### src/rtl/signal_extension_unit_if.sv
`default_nettype none
// ============================================================================
//  Module      : signal_extension_unit_if
//  Description : Operand bus between an instruction decoder and the
//                signal_extension_unit. The master supplies the raw operand
//                field and mode; the slave returns the extended operand on
//                both a combinational and a registered path.
//  Revision    : 1.0 - initial release
// ============================================================================
interface signal_extension_unit_if #(
    parameter int IN_WIDTH  = 11,
    parameter int OUT_WIDTH = 16
) ();

    logic [IN_WIDTH-1:0]  inst_operand;
    logic                 ext_mode;
    logic                 in_valid;
    logic [OUT_WIDTH-1:0] out_operand;
    logic [OUT_WIDTH-1:0] out_operand_r;
    logic                 out_valid;

    // Decoder side: drives the operand field, consumes the extended results.
    modport master (
        output inst_operand,
        output ext_mode,
        output in_valid,
        input  out_operand,
        input  out_operand_r,
        input  out_valid
    );

    // Extension unit side.
    modport slave (
        input  inst_operand,
        input  ext_mode,
        input  in_valid,
        output out_operand,
        output out_operand_r,
        output out_valid
    );

endinterface : signal_extension_unit_if
`default_nettype wire

### src/rtl/signal_extension_unit.sv
`default_nettype none
// ============================================================================
//  Module      : signal_extension_unit
//  Description : Widens an IN_WIDTH instruction operand to OUT_WIDTH by sign
//                extension (ext_mode=0) or zero extension (ext_mode=1).
//                The extended value is offered combinationally and, when
//                in_valid is high, captured into a one-cycle register stage.
//  Revision    : 1.0 - initial release
// ============================================================================
module signal_extension_unit #(
    parameter int IN_WIDTH  = 11,
    parameter int OUT_WIDTH = 16   // must exceed IN_WIDTH
) (
    input  wire                      clk,
    input  wire                      reset,
    signal_extension_unit_if.slave   bus
);

    localparam int c_EXT_BITS = OUT_WIDTH - IN_WIDTH;

    logic [c_EXT_BITS-1:0] w_ext_bits;
    logic [OUT_WIDTH-1:0]  w_extended;
    logic [OUT_WIDTH-1:0]  r_operand;
    logic                  r_valid;

    // Upper fill bits: replicated operand MSB for sign mode, zeros otherwise.
    // The low operand bits pass through untouched in both modes.
    always_comb begin
        w_ext_bits = '0;
        if (!bus.ext_mode) begin
            w_ext_bits = {c_EXT_BITS{bus.inst_operand[IN_WIDTH-1]}};
        end
        w_extended = {w_ext_bits, bus.inst_operand};
    end

    // Capture the extended operand on qualified edges; the valid flag is a
    // single-cycle pulse per accepted sample and reset drops any sample in flight.
    always_ff @(posedge clk) begin
        if (reset) begin
            r_operand <= '0;
            r_valid   <= 1'b0;
        end else if (bus.in_valid) begin
            r_operand <= w_extended;
            r_valid   <= 1'b1;
        end else begin
            r_valid   <= 1'b0;
        end
    end

    // The combinational result bypasses clock and reset entirely.
    assign bus.out_operand   = w_extended;
    assign bus.out_operand_r = r_operand;
    assign bus.out_valid     = r_valid;

endmodule : signal_extension_unit
`default_nettype wire

### src/flat_wrapper.sv
// flat-port wrapper written by rule: the top's interface ports become plain ports
module signal_extension_unit_flat 
#(
    parameter int IN_WIDTH  = 11,
    parameter int OUT_WIDTH = 16                          
)
  (clk, reset, bus_inst_operand, bus_ext_mode, bus_in_valid, bus_out_operand, bus_out_operand_r, bus_out_valid);
  signal_extension_unit_if #(.IN_WIDTH(IN_WIDTH), .OUT_WIDTH(OUT_WIDTH)) bus_i ();
  input  wire clk;
  input  wire reset;
  input wire logic [$bits(bus_i.inst_operand)-1:0] bus_inst_operand;
  input wire logic [$bits(bus_i.ext_mode)-1:0] bus_ext_mode;
  input wire logic [$bits(bus_i.in_valid)-1:0] bus_in_valid;
  output wire logic [$bits(bus_i.out_operand)-1:0] bus_out_operand;
  output wire logic [$bits(bus_i.out_operand_r)-1:0] bus_out_operand_r;
  output wire logic [$bits(bus_i.out_valid)-1:0] bus_out_valid;
  assign bus_i.inst_operand = bus_inst_operand;
  assign bus_i.ext_mode = bus_ext_mode;
  assign bus_i.in_valid = bus_in_valid;
  assign bus_out_operand = bus_i.out_operand;
  assign bus_out_operand_r = bus_i.out_operand_r;
  assign bus_out_valid = bus_i.out_valid;
  signal_extension_unit #(.IN_WIDTH(IN_WIDTH), .OUT_WIDTH(OUT_WIDTH)) u_core (.clk(clk), .reset(reset), .bus(bus_i));
endmodule
### config.mk
export PLATFORM = sky130hd
export DESIGN_NAME = signal_extension_unit_flat
export DESIGN_NICKNAME = d
export VERILOG_FILES = /design/src/rtl/signal_extension_unit_if.sv /design/src/rtl/signal_extension_unit.sv /design/src/flat_wrapper.sv
export SDC_FILE = /design/constraint.sdc
export NUM_CORES = 1
export LEC_CHECK = 0
export CAP_MARGIN = 20
export CORE_UTILIZATION = 31
export CTS_BUF_LIST = sky130_fd_sc_hd__clkbuf_4 sky130_fd_sc_hd__clkbuf_8
export DETAILED_ROUTE_END_ITERATION = 16
export GPL_ROUTABILITY_DRIVEN = 1
export HOLD_SLACK_MARGIN = 0.05
export PLACE_DENSITY = 0.82
export SYNTH_ARGS = -nofsm -noshare
export SYNTH_HDL_FRONTEND = slang
export SYNTH_SLANG_ARGS = --single-unit
### constraint.sdc
create_clock -name clk -period 2.53 [get_ports clk]
set_input_delay 0.759 -clock clk [delete_from_list [all_inputs] [get_ports clk]]
set_output_delay 0.759 -clock clk [all_outputs]
set_load 0.05 [all_outputs]
==> results.md <==
- The combined area of the multi-input logic cells is 186 sq um.
- After synthesis the netlist holds a flip-flop and latch count of 13.
- For the pin with the worst max-slew slack, the measured transition is 0.510 ns.
- The complex-gate fraction of the synthesized area is 1.26%.
- The mapped cell area is 597 sq um.
- The pin count of the biggest net entering global routing is 9.
- Clock skew on the completed layout was measured at 0 ns.
- The number of antenna violations at the first check in global routing is 0.
- From synthesis to final layout, the design area changed by 97.9%.
- The global-route wire length before repair is 2240 microns.
- The clock net sink count is 13.
- The final cell utilization of the core is 67.0%.
- The arrival time at the worst endpoint is 1.71 ns.
- The class of the tightest hold or removal check is reg2reg.
- In this run the static leakage power is 0.517 nW.
- The largest stage delay on the critical path is 0.49 ns.
- The count of buffers inserted at the top-level ports is 47.
- The max-capacitance violation count is 0.
- The wire length after detailed routing is 1510 microns.
- The cell chosen for the clock root is sky130_fd_sc_hd__clkbuf_4.
- The number of hold violations in the final report was 0.
- In this run, post-CTS hold repair placed 0 buffers.
- The CTS clock-pin slew for the worst setup and hold paths is 0.08 ns.
- The endpoint kind of the worst setup timing path is a primary output.
- In this run the worst path has a maximum fanout of 6.
- In the routed design, unresolved DRC markers number 0.
- The via count of the first global-routing pass is 521.
- Among all stages on the critical path, the largest delay is contributed by sky130_fd_sc_hd__clkdlybuf4s50_1.
- The post-synthesis average cell area is 9.95 sq um.
- The share of the clock period used by the worst path after layout is 97.5%.
- The detail route stage leaves a number of antenna-violating nets equal to 0.
- Traced cell by cell, the critical path runs through clkdlybuf4s50_1 > nor2b_4 > buf_12 > buf_12.
- The global placement routability congestion is 0.624.
- CTS built an H-tree with a depth of 1.
- The vias per cell is 4.13.
- The final setup violation count is 0.
- Of the total synthesized cell area, the portion taken by full adders, half adders and majority gates is 0%.
- The die is 45.9 microns wide.
- The number of pins exceeding their max-slew limit in the final report is 0.
- The cell repeated most along the worst path is sky130_fd_sc_hd__buf_12.
- The mux share of post-synthesis cell area is 18.4%.
- The number of top-level pins is 48.
- The startpoint-to-endpoint class of the critical path is in2out.
- The number of nets in the final layout is 110.
- The wire length per cell is 12.7 microns.
- The cell area power density is 516 nW/um^2.
- The run finished with clean final reports.
- The maximum vdd drop is 0.368 mV.
- Counting every instance in the synthesized netlist gives 60.
- For this run the aggregate overflow at the end of global routing stands at 0.
- After the first detailed-routing iteration, the DRC count stood at 4.
- The initial utilization of the core area, before any placement, comes to 33.8%.
- The flip-flop and latch area is 260 sq um.
- The XOR/XNOR share of the synthesized area is 0%.
- The kind of cell adding the most delay to the critical path is buffers and inverters.
- The number of standard-cell rows in the floorplan is 15.
- After synthesis, the largest family of logic cells by area is buffers and inverters.
- The clock latency at the later pin of the worst-skew pair is 0.27 ns.
- The filler cells instantiated in the layout total 148.
- Global routing consumed, over all layers together, 15.1% of the routing resources.
- In the final timing run, aggregate negative setup slack is 0 ns.
- For this run, the number of Yosys warnings is 0.
- For this block, the via count after detailed routing is 491.
- Static timing analysis puts the maximum clock frequency at 405 MHz.
- The die covers 2100 sq um.
- Synthesis instantiated 9 different standard cells from the library.
- In this run the vertical extent of the chip is 45.9 microns.
- The repair_antennas step left the layout with diodes totalling 0.
- Summing the areas of all and, or, nand and nor instances in the mapped netlist gives 10.3% of the synthesized area.
- The clock period minus worst slack is 2.47 ns.
- The count of buffering cells on the critical path with inverters included is 3.
- The worst slew margin relative to its limit is 65.9%.
- The post-DP HPWL is 1230 microns.
- The register area share after synthesis is 43.6%.
- STA puts the critical path data required time at 1.77 ns.
- The top cell types in the final layout, fill and taps aside, are 31 x sky130_fd_sc_hd__clkdlybuf4s50_1, 17 x sky130_fd_sc_hd__buf_12, 13 x sky130_fd_sc_hd__dfxtp_1.
- STA classifies the critical path startpoint as an input pin.
- The most common cell after layout, fill and taps aside is sky130_fd_sc_hd__clkdlybuf4s50_1.
- The placeable core region is 1760 sq um.
- The maximum clock path buffer count is 2.
- The first detailed-routing pass ran for 2 iterations.
- Setup repair after global routing left no endpoint under its margin.
- The TritonCTS clock tree is yes.
- The CTS buffer count is 3.
- In the final layout, the share of cells above drive strength 1 is 26.6%.
- When the netlist entered floorplanning its net count stood at 75.
## stage by stage
step / cell area (sq um) / cells / hold slack [ns] / power, mW / setup slack, ns
floorplan: 599 / 60 / 0.733 / 0.371 / 0.149
global placement: 1150 / 115 / 0.473 / 0.471 / 0.0761
detailed placement: 1150 / 115 / 0.489 / 0.476 / 0.0249
CTS: 1180 / 119 / 0.510 / 0.617 / 0.0125
global route: 1180 / 119 / 0.532 / 0.631 / 0.0212
finish: 1180 / 119 / 0.504 / 0.609 / 0.0638
## kinds of logic after synthesis
| kind of cell | Yosys count |
|---|---|
| buffers and inverters | 21 |
| and+or+nand+nor | 14 |
| DFF | 13 |
| muxes | 11 |
| AOI/OAI and AO/OA | 1 |
## power by group
group | total, mW | switching, mW | internal, mW
sequential | 0.222 | 0.00607 | 0.216
clock | 0.139 | 0.0675 | 0.0716
combinational | 0.248 | 0.138 | 0.109
## area by class of cell
type / instances / area share, %
clock buffer: 4 / 2.54
multi-input combinational: 26 / 15.8
sequential: 13 / 22.0
tap: 25 / 2.65
timing repair buffer: 51 / 57.0
## state kept, by name, summed over array words and instances (netlist names)
signal	flops
u_core.bus.out_valid	1
u_core.bus.out_operand_r	12
## timing repair
item | in CTS | in global routing
resized for setup | 0 | 1
buffers inserted | 0 | 0
setup endpoints to repair | 0 | 5
## worst reg2reg max path: cells and delay by family, from the launching register on
kind / cells / cell delay, ns
compound gates: 1 / 0.11
flops: 1 / 0.41
simple gates: 1 / 0.21
## worst paths after layout
check / start / to / slack [ns] / cells past startpoint
setup reg to reg: u_core.bus.out_operand_r[14]$_SDFFE_PP0P_ / u_core.bus.out_operand_r[14]$_SDFFE_PP0P_ / 1.76 / 2
setup / recovery: bus_inst_operand[10] / bus_out_operand[15] / 0.06 / 4
hold reg to reg: u_core.bus.out_operand_r[1]$_SDFFE_PP0P_ / u_core.bus.out_operand_r[1]$_SDFFE_PP0P_ / 0.50 / 2
hold / removal: u_core.bus.out_operand_r[1]$_SDFFE_PP0P_ / u_core.bus.out_operand_r[1]$_SDFFE_PP0P_ / 0.50 / 2
## synth_stat cells
cell type | n | share of area [%]
sky130_fd_sc_hd__nor2b_1 | 2 | 2.1
sky130_fd_sc_hd__buf_1 | 1 | 0.63
sky130_fd_sc_hd__buf_4 | 19 | 24
sky130_fd_sc_hd__buf_6 | 1 | 1.9
sky130_fd_sc_hd__a21o_1 | 1 | 1.3
sky130_fd_sc_hd__nor3b_1 | 1 | 1.3
sky130_fd_sc_hd__dfxtp_1 | 13 | 44
sky130_fd_sc_hd__nor2_1 | 11 | 6.9
sky130_fd_sc_hd__mux2i_1 | 11 | 18
## layer usage
layer | routed length [microns] | GRT usage, % | up-vias
li1 | - | - | 242
met3 | 81 | 2.78 | 0
met1 | 495 | 12.0 | 230
met4 | 0 | 3.53 | 0
met5 | 0 | 0 | -
met2 | 930 | 34.6 | 19
Power figures use the tool's default switching activity.
